`src/rtl/dbus_uncached_axi.sv`:
```
// dbus_uncached_axi: turns uncached CPU word accesses into single-beat AXI transactions.
// Define UNCACHED_WRITE_POSTED_EN to release stall before the write response returns.
package dbus_uncached_axi_pkg;
   typedef struct packed {
      logic [31:0] awaddr;
      logic [7:0]  awlen;
      logic [2:0]  awsize;
      logic [1:0]  awburst;
      logic        awlock;
      logic [3:0]  awcache;
      logic [2:0]  awprot;
      logic        awvalid;
      logic [31:0] wdata;
      logic [3:0]  wstrb;
      logic        wlast;
      logic        wvalid;
      logic        bready;
      logic [31:0] araddr;
      logic [7:0]  arlen;
      logic [2:0]  arsize;
      logic [1:0]  arburst;
      logic        arlock;
      logic [3:0]  arcache;
      logic [2:0]  arprot;
      logic        arvalid;
      logic        rready;
   } axi_req_t;
   typedef struct packed {
      logic        awready;
      logic        wready;
      logic        bvalid;
      logic [1:0]  bresp;
      logic        arready;
      logic        rvalid;
      logic [31:0] rdata;
      logic [1:0]  rresp;
      logic        rlast;
   } axi_resp_t;
endpackage

module dbus_uncached_axi
   import dbus_uncached_axi_pkg::*;
(
   input  logic      clk,
   input  logic      rst_n,
   cpu_dbus_if.slave dbus,
   output axi_req_t  axi_req,
   input  axi_resp_t axi_resp
);
   typedef enum logic [2:0] {IDLE, RD_ADDR, RD_DATA, WR_REQ, WR_RESP, DONE} state_t;
   state_t      state_q, state_d;
   logic [31:0] addr_q, addr_d, wdata_q, wdata_d, rddata_q, rddata_d;
   logic [3:0]  be_q, be_d;
   logic        aw_done_q, aw_done_d, w_done_q, w_done_d;
   logic        arvalid_q, arvalid_d, rready_q, rready_d;
   logic        awvalid_q, awvalid_d, wvalid_q, wvalid_d, bready_q, bready_d;
   logic        idle_ok;
   logic        unused_in;
`ifdef UNCACHED_WRITE_POSTED_EN
   logic        pending_b_q, pending_b_d;
`endif
   assign unused_in = ^{dbus.invalidate, axi_resp.bresp, axi_resp.rresp, axi_resp.rlast};
   always_comb begin
      state_d   = state_q;
      addr_d    = addr_q;
      wdata_d   = wdata_q;
      be_d      = be_q;
      rddata_d  = rddata_q;
      aw_done_d = aw_done_q;
      w_done_d  = w_done_q;
`ifdef UNCACHED_WRITE_POSTED_EN
      pending_b_d = pending_b_q & ~(bready_q & axi_resp.bvalid);
      idle_ok     = ~pending_b_q;
`else
      idle_ok     = 1'b1;
`endif
      case (state_q)
         IDLE: if ((dbus.read | dbus.write) && idle_ok) begin
            addr_d    = dbus.address;
            wdata_d   = dbus.wrdata;
            be_d      = dbus.byteenable;
            aw_done_d = 1'b0;
            w_done_d  = 1'b0;
            state_d   = dbus.write ? WR_REQ : RD_ADDR;
         end
         RD_ADDR: state_d = axi_resp.arready ? RD_DATA : RD_ADDR;
         RD_DATA: if (axi_resp.rvalid) begin
            rddata_d = axi_resp.rdata;
            state_d  = DONE;
         end
         WR_REQ: begin
            aw_done_d = aw_done_q | (awvalid_q & axi_resp.awready);
            w_done_d  = w_done_q | (wvalid_q & axi_resp.wready);
`ifdef UNCACHED_WRITE_POSTED_EN
            if (aw_done_d && w_done_d) begin
               state_d     = DONE;
               pending_b_d = 1'b1;
            end
`else
            state_d = (aw_done_d && w_done_d) ? WR_RESP : WR_REQ;
`endif
         end
         WR_RESP: state_d = axi_resp.bvalid ? DONE : WR_RESP;
         default: state_d = IDLE;
      endcase
      // handshake outputs are registered from the next state so nothing reaches back from axi_resp
      arvalid_d = state_d == RD_ADDR;
      rready_d  = state_d == RD_DATA;
      awvalid_d = state_d == WR_REQ && !aw_done_d;
      wvalid_d  = state_d == WR_REQ && !w_done_d;
`ifdef UNCACHED_WRITE_POSTED_EN
      bready_d  = pending_b_d;
`else
      bready_d  = state_d == WR_RESP;
`endif
   end
   always_ff @(posedge clk or negedge rst_n) begin
      if (!rst_n) begin
         state_q     <= IDLE;
         addr_q      <= '0;
         wdata_q     <= '0;
         be_q        <= '0;
         rddata_q    <= '0;
         aw_done_q   <= 1'b0;
         w_done_q    <= 1'b0;
         arvalid_q   <= 1'b0;
         rready_q    <= 1'b0;
         awvalid_q   <= 1'b0;
         wvalid_q    <= 1'b0;
         bready_q    <= 1'b0;
`ifdef UNCACHED_WRITE_POSTED_EN
         pending_b_q <= 1'b0;
`endif
      end else begin
         state_q     <= state_d;
         addr_q      <= addr_d;
         wdata_q     <= wdata_d;
         be_q        <= be_d;
         rddata_q    <= rddata_d;
         aw_done_q   <= aw_done_d;
         w_done_q    <= w_done_d;
         arvalid_q   <= arvalid_d;
         rready_q    <= rready_d;
         awvalid_q   <= awvalid_d;
         wvalid_q    <= wvalid_d;
         bready_q    <= bready_d;
`ifdef UNCACHED_WRITE_POSTED_EN
         pending_b_q <= pending_b_d;
`endif
      end
   end
   always_comb begin
      axi_req         = '0;
      axi_req.awaddr  = addr_q;
      axi_req.awsize  = 3'b010;
      axi_req.awburst = 2'b01;
      axi_req.awvalid = awvalid_q;
      axi_req.wdata   = wdata_q;
      axi_req.wstrb   = be_q;
      axi_req.wlast   = 1'b1;
      axi_req.wvalid  = wvalid_q;
      axi_req.bready  = bready_q;
      axi_req.araddr  = addr_q;
      axi_req.arsize  = 3'b010;
      axi_req.arburst = 2'b01;
      axi_req.arvalid = arvalid_q;
      axi_req.rready  = rready_q;
   end
   assign dbus.stall  = (dbus.read | dbus.write) && state_q != DONE;
   assign dbus.rddata = rddata_q;
endmodule

```
`src/rtl/dbus_uncached_axi_if.sv`:
```
// cpu_dbus_if: CPU data-bus port for single-word uncached accesses.
interface cpu_dbus_if;
   logic        read;
   logic        write;
   logic        invalidate;
   logic        stall;
   logic [31:0] address;
   logic [31:0] wrdata;
   logic [31:0] rddata;
   logic [3:0]  byteenable;
   modport master (output read, write, invalidate, address, wrdata, byteenable, input stall, rddata);
   modport slave  (input read, write, invalidate, address, wrdata, byteenable, output stall, rddata);
endinterface

```
`src/flat_wrapper.sv`:
```
// flat-port wrapper written by rule: the top's interface ports become plain ports
module dbus_uncached_axi_flat import dbus_uncached_axi_pkg::*;
  (clk, rst_n, axi_req, axi_resp, dbus_read, dbus_write, dbus_invalidate, dbus_address, dbus_wrdata, dbus_byteenable, dbus_stall, dbus_rddata);
  cpu_dbus_if dbus_i ();
  input  logic clk;
  input  logic rst_n;
  output axi_req_t axi_req;
  input  axi_resp_t axi_resp;
  input wire logic [$bits(dbus_i.read)-1:0] dbus_read;
  input wire logic [$bits(dbus_i.write)-1:0] dbus_write;
  input wire logic [$bits(dbus_i.invalidate)-1:0] dbus_invalidate;
  input wire logic [$bits(dbus_i.address)-1:0] dbus_address;
  input wire logic [$bits(dbus_i.wrdata)-1:0] dbus_wrdata;
  input wire logic [$bits(dbus_i.byteenable)-1:0] dbus_byteenable;
  output wire logic [$bits(dbus_i.stall)-1:0] dbus_stall;
  output wire logic [$bits(dbus_i.rddata)-1:0] dbus_rddata;
  assign dbus_i.read = dbus_read;
  assign dbus_i.write = dbus_write;
  assign dbus_i.invalidate = dbus_invalidate;
  assign dbus_i.address = dbus_address;
  assign dbus_i.wrdata = dbus_wrdata;
  assign dbus_i.byteenable = dbus_byteenable;
  assign dbus_stall = dbus_i.stall;
  assign dbus_rddata = dbus_i.rddata;
  dbus_uncached_axi u_core (.clk(clk), .rst_n(rst_n), .dbus(dbus_i), .axi_req(axi_req), .axi_resp(axi_resp));
endmodule
```
`config.mk`:
```
export PLATFORM = sky130hd
export DESIGN_NAME = dbus_uncached_axi_flat
export DESIGN_NICKNAME = d
export VERILOG_FILES = /design/src/rtl/dbus_uncached_axi.sv /design/src/rtl/dbus_uncached_axi_if.sv /design/src/flat_wrapper.sv
export SDC_FILE = /design/constraint.sdc
export NUM_CORES = 1
export LEC_CHECK = 0
export BUFFER_PORTS_ARGS = -buffer_cell sky130_fd_sc_hd__buf_2
export CAP_MARGIN = 20
export CORE_AREA = 2 2 116 118
export CTS_CLUSTER_SIZE = 40
export DETAILED_ROUTE_END_ITERATION = 8
export DIE_AREA = 0 0 118 120
export GPL_TIMING_DRIVEN = 0
export PLACE_DENSITY = 0.81
export SLEW_MARGIN = 20
export SYNTH_ARGS = -nofsm -noshare
export SYNTH_HDL_FRONTEND = slang
export SYNTH_SLANG_ARGS = --single-unit
export TNS_END_PERCENT = 1
```
`constraint.sdc`:
```
create_clock -name clk -period 1.8 [get_ports clk]
set_input_delay 0 -clock clk [delete_from_list [all_inputs] [get_ports clk]]
set_output_delay 0 -clock clk [all_outputs]
set_load 0.1 [all_outputs]
```
==> run metrics, run 1 <==
run status finished clean; Avg Inst Size Synth 14.0 sq um; CP max FO 10; area occupied by multi-input gates 1550 sq um; Slew @ Worst Pin 0.521 ns; Reg2Reg Setup Slack 0.06 ns; Fin Setup TNS 0 ns; CTS tree done; worst endpoint required time about 2.0 ns; Main synth FF type dfrtp_1; WP data arrival 1.97 ns; GRT overflow 0; antenna violations before repair 1; Setup crit end u_core.wdata_q[10]$_DFFE_PN0P_; Remaining DRCs 0; Max-Cap Viols 0; Initial Utilization 37.1%; RR Endpoint u_core.wdata_q[10]$_DFFE_PN0P_; r2r worst-path depth 4; Fin. Hold Viols 0; Final nets 864; Core Area ~13000 sq um; PortBufs 246; type of the most critical hold path primary input to flip-flop; main combinational cell family by area after synthesis multiplexers; RSZ-0062 raised after global routing true; normalized max-slew margin around 65%; number of fill cells ~1000; total number of vias about 3900; GRT Overall Usage between 10% and 20%; Crit. End Element flip-flop; largest net degree at the start of global routing 74; CTS max path bufs 2; CTS H-tree lvls 3; clock-pin slew on the worst setup and hold paths 0.07 ns; layout cells sized above 1 between 50% and 60%; post-synthesis compound-gate area fraction 2.60%; final wirelength 12.9 mm; die span in x 118 um; post-synth design cell area approximately 4800 sq um; register bit total from synthesis 110; CTS buffer count 9; DP HPWL 8.41 mm; WS Path Type flip-flop to flip-flop; Seq/Total Area, Yosys 57.2%; Startpoint Class flip-flop; Placement Rows 42; highest-count cells in the layout ignoring fill and taps 252 x buf_2, 110 x dfrtp_1, 104 x dlygate4sd3_1, 92 x mux2_2, 83 x buf_4; Post-synth ARST share 100%; vias in the first global route 4093; Post-synth EDFFs 0; die area between 10000 and 15000 sq um; YS warnings 0; Final setup viols 0; die height 120 um; clk_lat worst skew between 0.3 and 0.4 ns; crit path from u_core.state_q[0]$_DFF_PN0_; root buffer cell clkbuf_16; Period minus WS final roughly 1.7 ns; Final Cycle Share 96.8%; via density per instance 4.21; initial DRC count 97; worst r2r src u_core.state_q[0]$_DFF_PN0_; Synth Area in Adders 0%; TritonRoute pass-1 iters 4; first-pass GRT wire length 20.1 mm; Fmax 574 MHz; skew final 0.00621 ns; register area 2750 sq um; Slew Limit Fails 0; XOR/XNOR Fraction of Synth Area 0%; Detail Route Antenna Nets 0; Distinct cells, synth 29; post-synthesis simple-gate area fraction 2.68%; WL/cell about 14 um; area grow syn2layout 63.1%; mux cell area share after synthesis 23.4%; Clock Sinks 110; Synth Instances 344; Hold Path Cell Cnt 4; most common cell after layout, fill and taps aside buf_2; Final GP Congestion 0.819; I/O Pins slightly below 300
routing by layer:
| metal | vias up | wire length (um) | track usage (%) |
|---|---|---|---|
| li1 | 1874 | - | - |
| met1 | 1869 | 4690 | 18.5 |
| met2 | 153 | 7140 | 34.3 |
| met3 | 26 | 734 | 4.66 |
| met4 | 0 | 306 | 7.91 |
| met5 | - | 0 | 0 |
registers in the layout, summed over array words and instances, names as in the netlist:
signal              cells
u_core.addr_q          32
u_core.dbus.rddata     32
u_core.wdata_q         32
u_core.be_q             4
u_core.state_q          3
u_core.arvalid_q        1
u_core.aw_done_q        1
u_core.awvalid_q        1
u_core.bready_q         1
u_core.rready_q         1
u_core.w_done_q         1
u_core.wvalid_q         1
cell type report:
type | instances | share of cell area [%]
Tap cell | 176 | 2.81
Sequential cell | 110 | 35.1
Clock buffer | 10 | 2.92
Timing Repair Buffer | 353 | 29.6
Clock inverter | 6 | 1.18
Multi-Input combinational cell | 180 | 19.7
Inverter | 2 | 0.0957
Buffer | 93 | 8.50
Antenna cell | 1 | 0.0319
per-stage QoR:
step                hold WS (ns)  std cells  setup slack, ns  cell area, sq um  util [%]
finish                    0.0343        931           0.0583              7840      60.4
global route              0.0545        931          -0.0206              7840      60.4
CTS                       0.0216        930           0.0759              7840      60.4
detailed placement       -0.0727        808           -0.265              6450      49.7
global placement           0.215        807           -0.570              6420      49.5
floorplan                 -0.296        385            0.148              4970         -
how the worst min path moves through the flow:
stage                      startpoint                                 to  slack (ns)
after floorplan                 rst_n       u_core.addr_q[0]$_DFFE_PN0P_       -0.30
after global placement    axi_resp[8]  u_core.dbus.rddata[5]$_DFFE_PN0P_        0.21
after detailed placement        rst_n         u_core.be_q[1]$_DFFE_PN0P_       -0.07
after CTS                  dbus_write         u_core.arvalid_q$_DFF_PN0_        0.02
after global routing       dbus_write         u_core.arvalid_q$_DFF_PN0_        0.05
final                      dbus_write         u_core.arvalid_q$_DFF_PN0_        0.03
cells by family (layout without fill, tap and decap cells):
logic type	count (synthesis)	after routing
compound gates	19	19
buf+inv	95	464
flops	110	110
mux	100	100
other cells	2	44
simple gates	18	18
Yosys cell counts, drive strengths merged, types with 2 or more instances:
master | number | area, sq um
a2bb2oi | 2 | 17.5
inv | 2 | 7.51
buf | 90 | 651
and3b | 2 | 17.5
o21ai | 3 | 15.0
clkbuf | 3 | 11.3
conb | 2 | 7.51
a31oi | 5 | 31.3
dfrtp | 110 | 2750
mux2 | 100 | 1130
a21oi | 4 | 20.0
nor2 | 4 | 15.0
nor3b | 3 | 22.5
what timing repair did:
action,CTS,global route
buffers inserted,2,0
resized for setup,1,2
endpoints found under the setup margin,69,29
pin swaps,1,0
hold buffers,104,0
endpoints found under the hold margin,216,0
critical path: stages (launching register included):
cell and delay [ns]:
dfrtp_1 0.47, nor4_4 0.32, buf_4 0.20, buf_2 0.26, mux2_2 0.38
Power of run 1 is left out: the tool's default activity adds up to more than one toggle a clock period on the data nets, which glitch-free logic cannot reach.
==> inputs of run 2 (changes only) <==
--- a/config.mk
+++ b/config.mk
@@ -5,6 +5,7 @@
 export SDC_FILE = /design/constraint.sdc
 export NUM_CORES = 1
 export LEC_CHECK = 0
+export ABC_AREA = 1
 export BUFFER_PORTS_ARGS = -buffer_cell sky130_fd_sc_hd__buf_2
 export CAP_MARGIN = 20
 export CORE_AREA = 2 2 116 118
==> run metrics, run 2 <==
register area approximately 2800 sq um; Post-synth EDFFs 0; antenna violations before repair 1; most frequent cell after synthesis nand2_1; Final setup viols 0; Period minus WS final approximately 1.5 ns; Max stage delay on crit path around 0.45 ns; via density per instance about 4.1; Avg Inst Size Synth 11.5 sq um; WP data arrival approximately 1.5 ns; CTS max path bufs 2; Max-Cap Viols 0; critical path's top delay family buffers and inverters; normalized max-slew margin 65.2%; total number of vias 4158; largest net degree at the start of global routing 66; placed cells 886; Remaining DRCs 0; Fmax 663 MHz; Core Area 13000 sq um; Slew @ Worst Pin 0.526 ns; CP max FO 5; CP Cell Sequence inv_1 > o31ai_1 > inv_1 > buf_2; die span in x 118 um; first-pass GRT wire length 21.0 mm; Initial Utilization between 30% and 40%; PostCTS Resize Cnt 0; Fin Setup TNS 0 ns; clock-pin slew on the worst setup and hold paths 0.07 ns; WS Path Type flip-flop to output pin; number of fill cells 1066; clk_lat worst skew approximately 0.34 ns; CP Buf/Inv Count 3; GRT Overall Usage 18.9%; WL/cell 13.0 um; layout cells sized above 1 50.8%; PortBufs 246; I/O Pins 296; Placement Rows 42; Clock Sinks 110; worst endpoint required time 1.80 ns; Final GP Congestion about 0.72; DP HPWL between 9 and 10 mm; highest-count cells in the layout ignoring fill and taps 248 x buf_2, 111 x nand2_1, 110 x dfrtp_1, 102 x dlygate4sd3_1, 80 x buf_4; area leader, netlist dfrtp_1; Final nets 938; final wirelength 13.1 mm; Fin. Hold Viols 0; Slew Limit Fails 0; Seq/Total Area, Yosys between 50% and 60%; vias in the first global route 4290; Non-Filler Instances 1005; Startpoint Class flip-flop; YS warnings 0; CTS tree done; TritonRoute pass-1 iters 4; area grow syn2layout 60.3%; type of the most critical hold path primary input to flip-flop; area occupied by multi-input gates 1500 sq um; CTS buffer count 9; Synth Instances 422; initial DRC count 160; Final Cycle Share 83.7%; Distinct cells, synth 21; root buffer cell clkbuf_16; Detail Route Antenna Nets 0; Main synth FF type dfrtp_1; post-synth design cell area 4850 sq um; Most Frequent Cell on Critical Path inv_1; most common cell after layout, fill and taps aside buf_2; register bit total from synthesis 110; GRT overflow 0; Synth top cells by count 111 x nand2_1, 110 x dfrtp_1, 80 x buf_4; skew final around 0.0037 ns; CTS H-tree lvls 3; Crit. End Element output pin; critical path's slowest cell dfrtp_1; die area 14200 sq um; synth top area cells dfrtp_1 57%, mux2_2 16%, buf_4 12%; die height around 120 um; top cell type's share of synthesized area between 50% and 60%; Post-synth ARST share 100%; run status finished clean; worst hold slack 0.0153 ns; RSZ-0062 raised after global routing false
==> run 2: cell types whose count changed in the layout (fill, tap and decap cells not counted), sizes merged, moves of 3 or more <==
cell	before	now
a21oi	4	0
a31oi	5	0
clkbuf	15	18
inv	4	14
mux2	100	68
nand2	1	111
nand4	0	6
nor2	4	11
nor3b	3	0
o21ai	3	0
==> run 2: final timing paths <==
path / start / cells after the start / endpoint / slack (ns)
setup / recovery: u_core.state_q[0]$_DFF_PN0_ / 4 / dbus_stall / 0.29
max in group asynchronous: rst_n / 3 / u_core.addr_q[15]$_DFFE_PN0P_ / 0.99
min in group asynchronous: rst_n / 2 / u_core.dbus.rddata[10]$_DFFE_PN0P_ / 0.15
hold reg to reg: u_core.dbus.rddata[13]$_DFFE_PN0P_ / 2 / u_core.dbus.rddata[13]$_DFFE_PN0P_ / 0.48
setup reg to reg: u_core.state_q[1]$_DFF_PN0_ / 4 / u_core.wdata_q[31]$_DFFE_PN0P_ / 0.32
hold / removal: axi_resp[35] / 4 / u_core.rready_q$_DFF_PN0_ / 0.02
==> run 2: what timing repair did <==
action / CTS / global route
buffers inserted: 0 / 0
hold buffers: 102 / 0
hold endpoints to repair: 170 / 0
==> run 2: logic make-up (layout without fill, tap and decap cells) <==
| group | Yosys count | in the layout | share of synthesized area [%] |
|---|---|---|---|
| simple gates | 132 | 132 | 11.2 |
| flops | 110 | 110 | 56.7 |
| compound gates | 3 | 3 | 0.490 |
| other cells | 2 | 44 | 0.155 |
| buf+inv | 107 | 472 | 15.6 |
| mux | 68 | 68 | 15.8 |
==> run 2: through the flow <==
step	area [sq um]	utilization [%]	setup slack [ns]
CTS	7780	59.9	0.274
finish	7780	59.9	0.293
global route	7780	59.9	0.169
floorplan	5010	-	0.464
global placement	6460	49.8	-0.574
detailed placement	6490	50.0	0.326
==> run 2: per-layer routing <==
metal / global-route usage, % / routed length (um) / vias to the layer above / share of wire, %
met1: 19.6 / 4830 / 1935 / 37
met3: 4.94 / 873 / 21 / 6.7
met5: 0 / 0 / - / 0
met2: 35.9 / 7170 / 176 / 55
li1: - / - / 2026 / -
met4: 7.76 / 232 / 0 / 1.8
==> run 2: final cells by class <==
class                           count  area share [%]
Multi-Input combinational cell    246            19.2
Buffer                             93            9.07
Antenna cell                        1          0.0322
Clock buffer                       15            3.31
Inverter                           14           0.676
Clock inverter                      1          0.0643
Timing Repair Buffer              349            29.4
Sequential cell                   110            35.4
Tap cell                          176            2.83
==> run 2: worst register-to-register path, delay by kind of cell, from the launching register on <==
family	cells	cell delay (ns)
muxes	1	0.28
and+or+nand+nor	2	0.39
DFF	1	0.47
buffers and inverters	1	0.22
Power of run 2 is left out for the same reason.
==> inputs of run 3 (changes only) <==
--- a/config.mk
+++ b/config.mk
@@ -8,12 +8,12 @@
 export ABC_AREA = 1
 export BUFFER_PORTS_ARGS = -buffer_cell sky130_fd_sc_hd__buf_2
 export CAP_MARGIN = 20
-export CORE_AREA = 2 2 116 118
+export CORE_AREA = 2 2 115 117
 export CTS_CLUSTER_SIZE = 40
 export DETAILED_ROUTE_END_ITERATION = 8
-export DIE_AREA = 0 0 118 120
+export DIE_AREA = 0 0 117 119
 export GPL_TIMING_DRIVEN = 0
-export PLACE_DENSITY = 0.81
+export PLACE_DENSITY = 0.85
 export SLEW_MARGIN = 20
 export SYNTH_ARGS = -nofsm -noshare
 export SYNTH_HDL_FRONTEND = slang
==> constraint.sdc (replaced) <==
create_clock -name clk -period 1.3 [get_ports clk]
set_input_delay 0 -clock clk [delete_from_list [all_inputs] [get_ports clk]]
set_output_delay 0 -clock clk [all_outputs]
set_load 0.1 [all_outputs]
==> run metrics, run 3 (synthesis results as in run 2) <==
run status complete, but fails checks; failing checks negative setup slack; Slew Limit Fails 0; I/O Pins 296; r2r worst-path depth 5; Reg2Reg Setup Slack -0.13 ns; initial DRC count between 150 and 200; final wirelength 14.1 mm; Slew @ Worst Pin 0.529 ns; die area around 14000 sq um; CP max FO 10; DP HPWL 8.79 mm; clk_lat worst skew 0.35 ns; WS Path Type flip-flop to flip-flop; Clock Sinks 110; antenna violations before repair 0; Setup crit end u_core.addr_q[15]$_DFFE_PN0P_; Final nets 943; register area 2760 sq um; CP Cell Sequence nor2_4 > nand3_4 > buf_4 > buf_6 > mux2_2; placed cells 886; Core Area 12900 sq um; Final Cycle Share 110%; Max-Cap Viols 0; total number of vias around 4200; die height 119 um; area occupied by multi-input gates between 1500 and 2000 sq um; area grow syn2layout 65.6%; number of fill cells a little under 1000; WP data arrival 1.67 ns; Fmax 698 MHz; Crit. End Element flip-flop; crit path from u_core.state_q[0]$_DFF_PN0_; CTS max path bufs 2; Final setup viols between 80 and 90; Period minus WS final 1.43 ns; Fin. Hold Viols 0; first-pass GRT wire length 21.6 mm; type of the most critical hold path primary input to flip-flop; GRT overflow 0; largest net degree at the start of global routing 59; Max stage delay on crit path roughly 0.45 ns; setup ws final -0.134 ns; Remaining DRCs 0; most common cell after layout, fill and taps aside buf_2; PortBufs 246; highest-count cells in the layout ignoring fill and taps 238 x buf_2, 108 x nand2_1, 106 x dfrtp_1, 102 x dlygate4sd3_1, 93 x buf_4; Finished Cell Area 8040 sq um; RR Endpoint u_core.addr_q[15]$_DFFE_PN0P_; RSZ-0062 raised after global routing true; CTS buffer count 9; worst r2r src u_core.state_q[0]$_DFF_PN0_; Detail Route Antenna Nets 0; via density per instance ~4.2; vias in the first global route 4375; CTS H-tree lvls 3; skew final roughly 0.0076 ns; worst hold slack 0.0325 ns; critical path's slowest cell dfrtp_2; DP Area about 6500 sq um; root buffer cell clkbuf_16; CTS tree done; die span in x roughly 120 um; TritonRoute pass-1 iters 4; Initial Utilization 37.7%; normalized max-slew margin 65.0%; worst endpoint required time 1.53 ns; clock-pin slew on the worst setup and hold paths about 0.07 ns; WL/cell 13.9 um; Final GP Congestion around 0.73; GRT Overall Usage 20.0%; layout cells sized above 1 53.8%; number of inserted diodes 0; Placement Rows 42; Non-Filler Instances 1009; Startpoint Class flip-flop
[run 3: changes by cell type in the layout (fill, tap and decap cells not counted), sizes merged]
cell / change
clkbuf: -6
bufinv: +2
diode: -1
clkinv: +2
bufbuf: +1
buf: +5
inv: +1
[run 3: worst min-delay path by stage]
stage | slack [ns] | endpoint | from | depth (start not counted)
6_report | 0.03 | u_core.rready_q$_DFF_PN0_ | axi_resp[35] | 4
5_1_grt | 0.07 | u_core.dbus.rddata[31]$_DFFE_PN0P_ | axi_resp[35] | 4
4_1_cts | 0.01 | u_core.rready_q$_DFF_PN0_ | axi_resp[35] | 4
3_5_place_dp | -0.02 | u_core.dbus.rddata[8]$_DFFE_PN0P_ | rst_n | 1
3_3_place_gp | 0.19 | u_core.dbus.rddata[5]$_DFFE_PN0P_ | axi_resp[8] | 3
2_1_floorplan | -0.30 | u_core.addr_q[0]$_DFFE_PN0P_ | rst_n | 0
[run 3: stage by stage]
stage | worst slack (ns) | utilization [%] | setup TNS, ns
after floorplan | -0.0357 | - | -1.11
after global placement | -1.26 | 50.2 | -131.76
after detailed placement | -0.191 | 50.4 | -17.05
after CTS | -0.139 | 62.0 | -8.95
after global routing | -0.192 | 62.4 | -14.50
final | -0.134 | 62.4 | -7.42
[run 3: final cells by class]
| type | instances | share of cell area [%] |
|---|---|---|
| clock buffer | 10 | 2.97 |
| sequential | 110 | 34.3 |
| buffer | 93 | 9.23 |
| tap | 176 | 2.74 |
| clock inverter | 6 | 1.17 |
| inverter | 14 | 0.685 |
| timing repair buffer | 354 | 29.7 |
| multi-input combinational | 246 | 19.2 |
[run 3: routing by layer]
layer	part of all wire, %	global-route usage, %	vias up
met5	0	0	-
met4	2.4	8.24	0
met3	7.7	4.99	30
met2	52	36.6	200
met1	37	21.6	1976
li1	-	-	2042
[run 3: repair_timing]
action | 4_1_cts | 5_1_grt
endpoints found under the setup margin | 107 | 112
pin swaps | 3 | 1
hold buffers | 102 | 0
gates cloned | 1 | 0
hold endpoints to repair | 153 | 0
gates resized for setup | 20 | 21
buffers inserted | 4 | 0
[run 3: critical path: cells and delay by family, from the launching register on]
kind / cells / cell delay (ns)
multiplexers: 1 / 0.28
flip-flops: 1 / 0.45
AND/OR/NAND/NOR: 2 / 0.26
buffers and inverters: 2 / 0.32
Power of run 3 is left out for the same reason.
